$ cat src/rtl/seg7_scan.sv
// rtl/seg7_scan.sv - multiplexed 7-segment scanner with PWM dimming and leading-zero blanking
// Optional macro SEG7_SCAN_HEX_EN: decode values 10..15 as hex glyphs instead of a dash.
module seg7_scan #(
  parameter int DIGITS   = 4,
  parameter int SCAN_DIV = 1
) (
  input  logic                  clk,
  input  logic                  rst_n,
  input  logic [4*DIGITS-1:0]   digits_in,
  input  logic [DIGITS-1:0]     dp_in,
  input  logic                  blank_lz,
  input  logic [3:0]            brightness,
  output logic [6:0]            seg,
  output logic                  seg_dp,
  output logic [DIGITS-1:0]     dig_en
);

  localparam int SW = (DIGITS > 1) ? $clog2(DIGITS) : 1;
  localparam int PW = (SCAN_DIV > 1) ? $clog2(SCAN_DIV) : 1;

  logic [PW-1:0]         pre;
  logic [3:0]            pwm;
  logic [SW-1:0]         slot;
  logic                  pre_wrap;
  logic                  pwm_wrap;
  logic                  frame_start;
  logic                  started;
  logic                  load;
  logic [4*DIGITS-1:0]   snap_digits;
  logic [DIGITS-1:0]     snap_dp;
  logic [4*DIGITS-1:0]   snap_digits_d;
  logic [DIGITS-1:0]     snap_dp_d;
  logic [3:0]            cur;
  logic                  blank;
  logic                  lit;
  logic [6:0]            seg_d;
  logic                  seg_dp_d;
  logic [DIGITS-1:0]     dig_en_d;

  function automatic logic [6:0] seg_of(input logic [3:0] v);
    case (v)
      4'd0:    seg_of = 7'h3F;
      4'd1:    seg_of = 7'h06;
      4'd2:    seg_of = 7'h5B;
      4'd3:    seg_of = 7'h4F;
      4'd4:    seg_of = 7'h66;
      4'd5:    seg_of = 7'h6D;
      4'd6:    seg_of = 7'h7D;
      4'd7:    seg_of = 7'h07;
      4'd8:    seg_of = 7'h7F;
      4'd9:    seg_of = 7'h6F;
`ifdef SEG7_SCAN_HEX_EN
      4'd10:   seg_of = 7'h77;
      4'd11:   seg_of = 7'h7C;
      4'd12:   seg_of = 7'h39;
      4'd13:   seg_of = 7'h5E;
      4'd14:   seg_of = 7'h79;
      default: seg_of = 7'h71;
`else
      default: seg_of = 7'h40;
`endif
    endcase
  endfunction

  assign pre_wrap    = (pre == PW'(SCAN_DIV - 1));
  assign pwm_wrap    = pre_wrap && (pwm == 4'd15);
  assign frame_start = (pre == '0) && (pwm == 4'd0) && (slot == '0);

  always_ff @(posedge clk or negedge rst_n) begin
    if (!rst_n) begin
      pre  <= '0;
      pwm  <= '0;
      slot <= '0;
    end else begin
      pre <= pre_wrap ? '0 : pre + PW'(1);
      if (pre_wrap) pwm <= pwm + 4'd1;
      if (pwm_wrap) slot <= (slot == SW'(DIGITS - 1)) ? '0 : slot + SW'(1);
    end
  end

  // The frame that begins at reset release shows the cleared snapshot, so the
  // very first frame-start edge after reset does not capture.
  always_ff @(posedge clk or negedge rst_n) begin
    if (!rst_n) started <= 1'b0;
    else        started <= 1'b1;
  end

  assign load = frame_start && started;

  always_ff @(posedge clk or negedge rst_n) begin
    if (!rst_n) begin
      snap_digits <= '0;
      snap_dp     <= '0;
    end else if (load) begin
      snap_digits <= digits_in;
      snap_dp     <= dp_in;
    end
  end

  // Decode from the value the snapshot holds for this frame, including the
  // capture edge itself, so a whole displayed frame comes from one snapshot.
  assign snap_digits_d = load ? digits_in : snap_digits;
  assign snap_dp_d     = load ? dp_in : snap_dp;

  always_comb begin
    cur      = snap_digits_d[4*int'(slot) +: 4];
    lit      = (pwm <= brightness);
    blank    = blank_lz && (slot != '0) && ((snap_digits_d >> (4*int'(slot))) == '0);
    seg_d    = 7'h00;
    seg_dp_d = 1'b0;
    dig_en_d = '0;
    if (lit) begin
      dig_en_d = DIGITS'(1) << slot;
      seg_d    = blank ? 7'h00 : seg_of(cur);
      seg_dp_d = snap_dp_d[slot];
    end
  end

  always_ff @(posedge clk or negedge rst_n) begin
    if (!rst_n) begin
      seg    <= '0;
      seg_dp <= 1'b0;
      dig_en <= '0;
    end else begin
      seg    <= seg_d;
      seg_dp <= seg_dp_d;
      dig_en <= dig_en_d;
    end
  end

endmodule
$ cat config.mk
export PLATFORM = sky130hd
export DESIGN_NAME = seg7_scan
export DESIGN_NICKNAME = d
export VERILOG_FILES = /design/src/rtl/seg7_scan.sv
export SDC_FILE = /design/constraint.sdc
export NUM_CORES = 1
export LEC_CHECK = 0
export BUFFER_PORTS_ARGS = -buffer_cell sky130_fd_sc_hd__clkbuf_2
export CAP_MARGIN = 15
export CORE_ASPECT_RATIO = 0.6
export CORE_UTILIZATION = 55
export CTS_CLUSTER_DIAMETER = 40
export CTS_CLUSTER_SIZE = 30
export DETAILED_ROUTE_END_ITERATION = 12
export PLACE_DENSITY = 0.86
export REMOVE_ABC_BUFFERS = 1
export SETUP_SLACK_MARGIN = 0.02
export SYNTH_ARGS = -nofsm -noshare
export SYNTH_HDL_FRONTEND = slang
export SYNTH_SLANG_ARGS = --single-unit
$ cat constraint.sdc
create_clock -name clk -period 4.2 [get_ports clk]
set_input_delay 1.26 -clock clk [delete_from_list [all_inputs] [get_ports clk]]
set_output_delay 1.26 -clock clk [all_outputs]
set_load 0.01 [all_outputs]
==> reports/results.ini, run 1 <==
[sta]
finalCritPeriodShare_pct = 84.8
max_slew_margin_pct = 36.9
setup_viol = 0
tightest_slew_ps = 946
fmax_mhz = 281
tns_ps = 0
skew_ps = 6.22
timing.final.max_slew_violations = 0
hold_viol_final = 0
rsz0062_at_grt = no
period_needed_ps = 3560

[layout]
drive_gt1_share_pct = 40.6
nets = 261
diodes = 0
syn_to_final_growth_pct = 14.9

[clocking]
cts_buffer_depth = 2
cts_hold_buffers = 0
post_cts_buffers = 0
cts_root_buf = clkbuf_8
cts_resized = 0
htree_levels = 2
clkLatencyLatePin_ps = 290
cts_buffers = 5
path_clk_slew_ps = 80
cts_sinks = 39
tritoncts = done

[place]
numPortBuffers = 38
gp_congestion = 0.887
place.detailed.hpwl_mm = 3.31

[floorplanning]
dieArea_mm2 = 0.00441
fp.dieH_um = 51.9
die_w_um = 85.1
core-area_mm2 = 0.00381
initial_core_util_pct = 59.8
core.rowCount = 17
ios = 39

[global_routing]
grt_use_total_pct = 24.0
grt_pass1_wl_mm = 7.73
grt_max_degree = 40
first_global_vias = 1573
overflow = 0
antenna_found_initial = 0

[route]
detail-route-antenna-nets = 0
wl_mm = 4.53
drt_iter0_drc = 89
drc_errors = 0
vias = 1565
post_drt_wl_per_cell_um = 17.0
via_per_inst = 5.88
drt_first_pass_iters = 5

[critical_path]
cp-start-kind = register
r2r_cells = 9
cp.required_ps = 4350
end_kind = register
crit_type = reg2reg
crit_fanout = 21
crit_arrival_ps = 3710
reg2reg_slack_ps = 640

[synthesis]
synth_warnings = 0
ys_types = 45
yosysSeqAreaShare_pct = 42.8
async_reset_ff_share_pct = 100
syn_avg_cell_area_um2 = 13.0
synth_area_mm2 = 0.00228
syn_inst = 175
synth_edf_count = 0
synth_flop_cell = dfrtp_1
synth.ff_latch_count = 39

[power_and_ir_drop]
p_leak_uw = 0.00121
power_uw = 796
cellPowerDensity_mw_per_mm2 = 304
worst_ir_drop_vdd_mv = 0.180

[status]
status = complete, no violations

[flow_run]
cap_violations = 0

[worst_hold_path]
holdCritPathClass = reg2reg
hold_depth = 1

[worst max-delay path, cell delays in order, from the launching register on]
cell,delay [ps]
dfrtp_1,380
inv_1,230
ha_1,290
nand4_4,390
mux4_2,630
mux2i_4,320
ha_1,300
nand3b_1,140
o41ai_4,560
a221oi_1,170
[power breakdown]
part | internal (uW) | total [uW] | switching (uW) | leakage [uW]
Combinational | 59.9 | 125 | 65.3 | 0.000699
Clock | 129 | 258 | 129 | 0.0000470
Sequential | 401 | 413 | 12.9 | 0.000459
Total | 589 | 796 | 207 | 0.00121
[Yosys cell counts, drive strengths merged (4+ instances only)]
cell type	n	area, um^2
inv	10	37.5
mux2	23	259
nor2	5	21.3
mux4	9	203
dfrtp	39	976
ha	15	188
buf	5	30.0
and2	4	25.0
nand3	4	20.0
a211oi	6	45.0
nand2	5	18.8
mux2i	6	97.6
nor4	4	25.0
[final cells by class]
cell class                 count  area, um^2
clock buffer                   6        82.6
clock inverter                 1        5.00
fill                         279        1190
inverter                      11        41.3
multi-input combinational    119        1230
sequential                    39         976
tap                           47        58.8
timing repair buffer          43         228
[per-layer routing]
layer / wire (um) / up-vias / part of all wire, % / track usage (%)
li1: - / 736 / - / -
met1: 2230 / 772 / 49 / 34.9
met2: 1990 / 49 / 44 / 36.4
met3: 254 / 8 / 5.6 / 5.24
met4: 50 / 0 / 1.1 / 7.63
met5: 0 / - / 0 / 0
[placed cells by master (no fill, tap or decap), types with 2 or more instances in the layout]
cell type  instances
o211ai_1           3
a21o_1             2
a21oi_1            2
dfrtp_1           39
clkbuf_8           6
nor2_1             4
and2_1             4
o21ai_0            2
a221oi_1           2
nor4_1             4
o21a_1             2
clkbuf_2          38
mux2i_4            3
mux2i_1            3
nand3_1            4
mux2_1             2
a211oi_1           6
nand2_1            5
a22oi_1            2
inv_1             10
nand3b_1           2
ha_1              15
mux4_2             9
mux2_2            21
nand2b_1           3
nor2b_1            3
buf_4              5
[cells by family after synthesis]
group	Yosys count	share of synthesized area, %
flip-flops	39	42.8
adder cells (fa/ha/maj)	15	8.24
multiplexers	38	24.5
AND/OR/NAND/NOR	35	9.23
AO/OA/AOI/OAI	28	10.9
other	1	0.165
buffers and inverters	17	3.29
XOR/XNOR	2	0.769
[sequential cells by signal, indices dropped and copies added (netlist names)]
register and flops:
dig_en 4, pwm 4, seg 7, seg_dp 1
slot 2, snap_digits 16, snap_dp 4, started 1
[worst paths after layout]
kind / from / endpoint
setup / recovery: slot[0]$_DFFE_PN0N_ / seg[3]$_DFF_PN0_
min in group asynchronous: rst_n / seg[5]$_DFF_PN0_
hold reg to reg: snap_dp[1]$_DFF_PN0_ / snap_dp[1]$_DFF_PN0_
hold / removal: snap_dp[1]$_DFF_PN0_ / snap_dp[1]$_DFF_PN0_
setup reg to reg: slot[0]$_DFFE_PN0N_ / seg[3]$_DFF_PN0_
max in group asynchronous: rst_n / snap_digits[1]$_DFF_PN0_
[stage by stage]
stage	hold WS [ps]	utilization [%]	instance area, um^2	instances	setup slack [ps]
after floorplan	453	-	2240	169	388
after global placement	469	66.5	2530	259	714
after detailed placement	480	66.5	2530	259	675
after CTS	496	68.8	2620	266	625
after global routing	522	68.8	2620	266	380
final	491	68.8	2620	266	638
Note: power is estimated with default switching activity, not from simulation.
==> run 2: changes to the inputs <==
clock period = 3.35 ns   (was 4.2 ns; I/O delays follow)
==> run 2 against run 1 <==
Net effect: clock power rose by 37%; count of clock-buffer cells in the layout rose by 2; cell count rose by 1.9%; power rose by 30%; global-route usage fell by 0.38 points; combinational power rose by 27%; worst hold slack got worse by 4.5 ps; first-iteration DRC count rose by 27%; via count fell by 0.89%; non-clock buffer count rose by 4; register-to-register slack got worse by 360 ps; cell area rose by 1.6%; critical path type unchanged.
==> reports/results.ini, run 2 (synthesized netlist as in run 1, its figures left out) <==
[place]
place.detailed.hpwl_mm = 3.39  ; was 3.31 mm
dp_slack_ps = 237  ; was 675 ps
gp_congestion = 0.849  ; was 0.887
numPortBuffers = 38  ; unchanged
place_inst = 263  ; was 259

[layout]
nets = 265  ; was 261
largestRegisters = snap_digits: 16 flops, seg: 7 flops  ; unchanged
nFillCells = 297  ; was 279
regMostFlops = snap_digits  ; unchanged
final_common_cell = dfrtp_1  ; unchanged
drive_gt1_share_pct = 41.5  ; was 40.6%
syn_to_final_growth_pct = 16.8  ; was 14.9%
final_cells = 271  ; was 266
largest_register_ffs = 16  ; unchanged
diodes = 0  ; unchanged
layout_common_cells = 39 x dfrtp_1, 38 x clkbuf_2, 21 x mux2_2  ; unchanged

[global_routing]
overflow = 0  ; unchanged
grt_pass1_wl_mm = 7.67  ; was 7.73 mm
first_global_vias = 1543  ; was 1573
grt_use_total_pct = 23.7  ; was 24.0%
grt_max_degree = 40  ; unchanged
antenna_found_initial = 0  ; unchanged

[route]
drc_errors = 0  ; unchanged
wl_mm = 4.47  ; was 4.53 mm
drt_first_pass_iters = 4  ; was 5
drt_iter0_drc = 113  ; was 89
via_per_inst = 5.72  ; was 5.88
post_drt_wl_per_cell_um = 16.5  ; was 17.0 um
detail-route-antenna-nets = 0  ; unchanged
vias = 1551  ; was 1565

[critical_path]
reg2reg_slack_ps = 280  ; was 640 ps
crit_path_end = seg[3]$_DFF_PN0_  ; unchanged
r2r_cells = 9  ; unchanged
r2r_start = pwm[0]$_DFF_PN0_  ; was slot[0]$_DFFE_PN0N_
crit_type = reg2reg  ; unchanged
cp.required_ps = 3500  ; was 4350 ps
end_kind = register  ; unchanged
crit_arrival_ps = 3220  ; was 3710 ps
cp-start-kind = register  ; unchanged
reg2reg_to = seg[3]$_DFF_PN0_  ; unchanged
cp-startpoint = pwm[0]$_DFF_PN0_  ; was slot[0]$_DFFE_PN0N_
crit_fanout = 14  ; was 21

[sta]
setup_viol = 0  ; unchanged
tightest_slew_ps = 958  ; was 946 ps
skew_ps = 5.35  ; was 6.22 ps
max_slew_margin_pct = 36.1  ; was 36.9%
hold_viol_final = 0  ; unchanged
period_needed_ps = 3070  ; was 3560 ps
finalCritPeriodShare_pct = 91.7  ; was 84.8%
tns_ps = 0  ; unchanged
hold_ws_ps = 487  ; was 491 ps
fmax_mhz = 326  ; was 281 MHz
rsz0062_at_grt = no  ; unchanged
setup_ws_ps = 278  ; was 638 ps
timing.final.max_slew_violations = 0  ; unchanged

[clocking]
tritoncts = done  ; unchanged
cts_sinks = 39  ; unchanged
post_cts_buffers = 0  ; unchanged
cts_resized = 0  ; unchanged
cts_buffers = 5  ; unchanged
cts_hold_buffers = 0  ; unchanged
cts_root_buf = clkbuf_8  ; unchanged
clkLatencyLatePin_ps = 300  ; was 290 ps
path_clk_slew_ps = 70  ; was 80 ps
cts_buffer_depth = 2  ; unchanged
htree_levels = 2  ; unchanged

[floorplanning]
die_w_um = 85.1  ; unchanged
dieArea_mm2 = 0.00441  ; unchanged
core-area_mm2 = 0.00381  ; unchanged
initial_core_util_pct = 59.8  ; unchanged
ios = 39  ; unchanged
fp.dieH_um = 51.9  ; unchanged
core.rowCount = 17  ; unchanged

[status]
status = complete, no violations  ; unchanged

[flow_run]
cap_violations = 0  ; unchanged

[power_and_ir_drop]
p_leak_uw = 0.00123  ; was 0.00121 uW
worst_ir_drop_vdd_mv = 0.218  ; was 0.180 mV
cellPowerDensity_mw_per_mm2 = 388  ; was 304 mW/mm^2

[worst_hold_path]
holdCritPathClass = reg2reg  ; unchanged

## run 2: changes by cell type in the layout (fill, tap and decap cells not counted)
| cell | before | now |
|---|---|---|
| clkbuf_1 | 0 | 1 |
| clkbuf_8 | 6 | 7 |
| buf_4 | 5 | 9 |
| clkinv_2 | 1 | 0 |
## run 2: stage by stage
stage	total power [uW]	utilization, %	area (um^2)
floorplan	619	-	2240
global placement	679	67.3	2560
detailed placement	685	67.3	2560
CTS	1030	69.9	2660
global route	1070	69.9	2660
finish	1030	69.9	2660
## run 2: final cells by class
cell class	count	area [um^2]	area share, %
inverter	11	41.3	1.55
clock buffer	8	100	3.76
sequential	39	976	36.7
tap	47	58.8	2.21
timing repair buffer	47	258	9.69
multi-input combinational	119	1230	46.1
## run 2: power by group
part | switching (uW) | total (uW) | internal, uW
Combinational | 82.2 | 159 | 77.1
Sequential | 15.5 | 518 | 502
Clock | 166 | 354 | 188
Total | 264 | 1030 | 767
## run 2: layer usage
| layer | up-vias | GRT usage [%] | part of all wire (%) |
|---|---|---|---|
| li1 | 746 | - | - |
| met5 | - | 0 | 0 |
| met2 | 49 | 34.4 | 44 |
| met3 | 6 | 5.71 | 5.8 |
| met1 | 750 | 34.5 | 49 |
| met4 | 0 | 9.04 | 0.78 |
## run 2: worst min-delay path by stage
stage,start,endpoint,slack [ps],cells past startpoint
2_1_floorplan,snap_dp[1]$_DFF_PN0_,snap_dp[1]$_DFF_PN0_,450,1
3_3_place_gp,snap_dp[1]$_DFF_PN0_,snap_dp[1]$_DFF_PN0_,470,1
3_5_place_dp,snap_dp[1]$_DFF_PN0_,snap_dp[1]$_DFF_PN0_,470,1
4_1_cts,snap_dp[1]$_DFF_PN0_,snap_dp[1]$_DFF_PN0_,490,1
5_1_grt,snap_dp[0]$_DFF_PN0_,snap_dp[0]$_DFF_PN0_,520,1
6_report,snap_dp[1]$_DFF_PN0_,snap_dp[1]$_DFF_PN0_,490,1
## run 2: worst max-delay path, stage by stage (launching register included)
cell and delay (ps):
dfrtp_1 400, inv_1 110, ha_1 210, nand4_4 280, mux4_2 530, mux2i_1 220, ha_1 260, nand3b_1 130
o41ai_4 590, a221oi_1 200
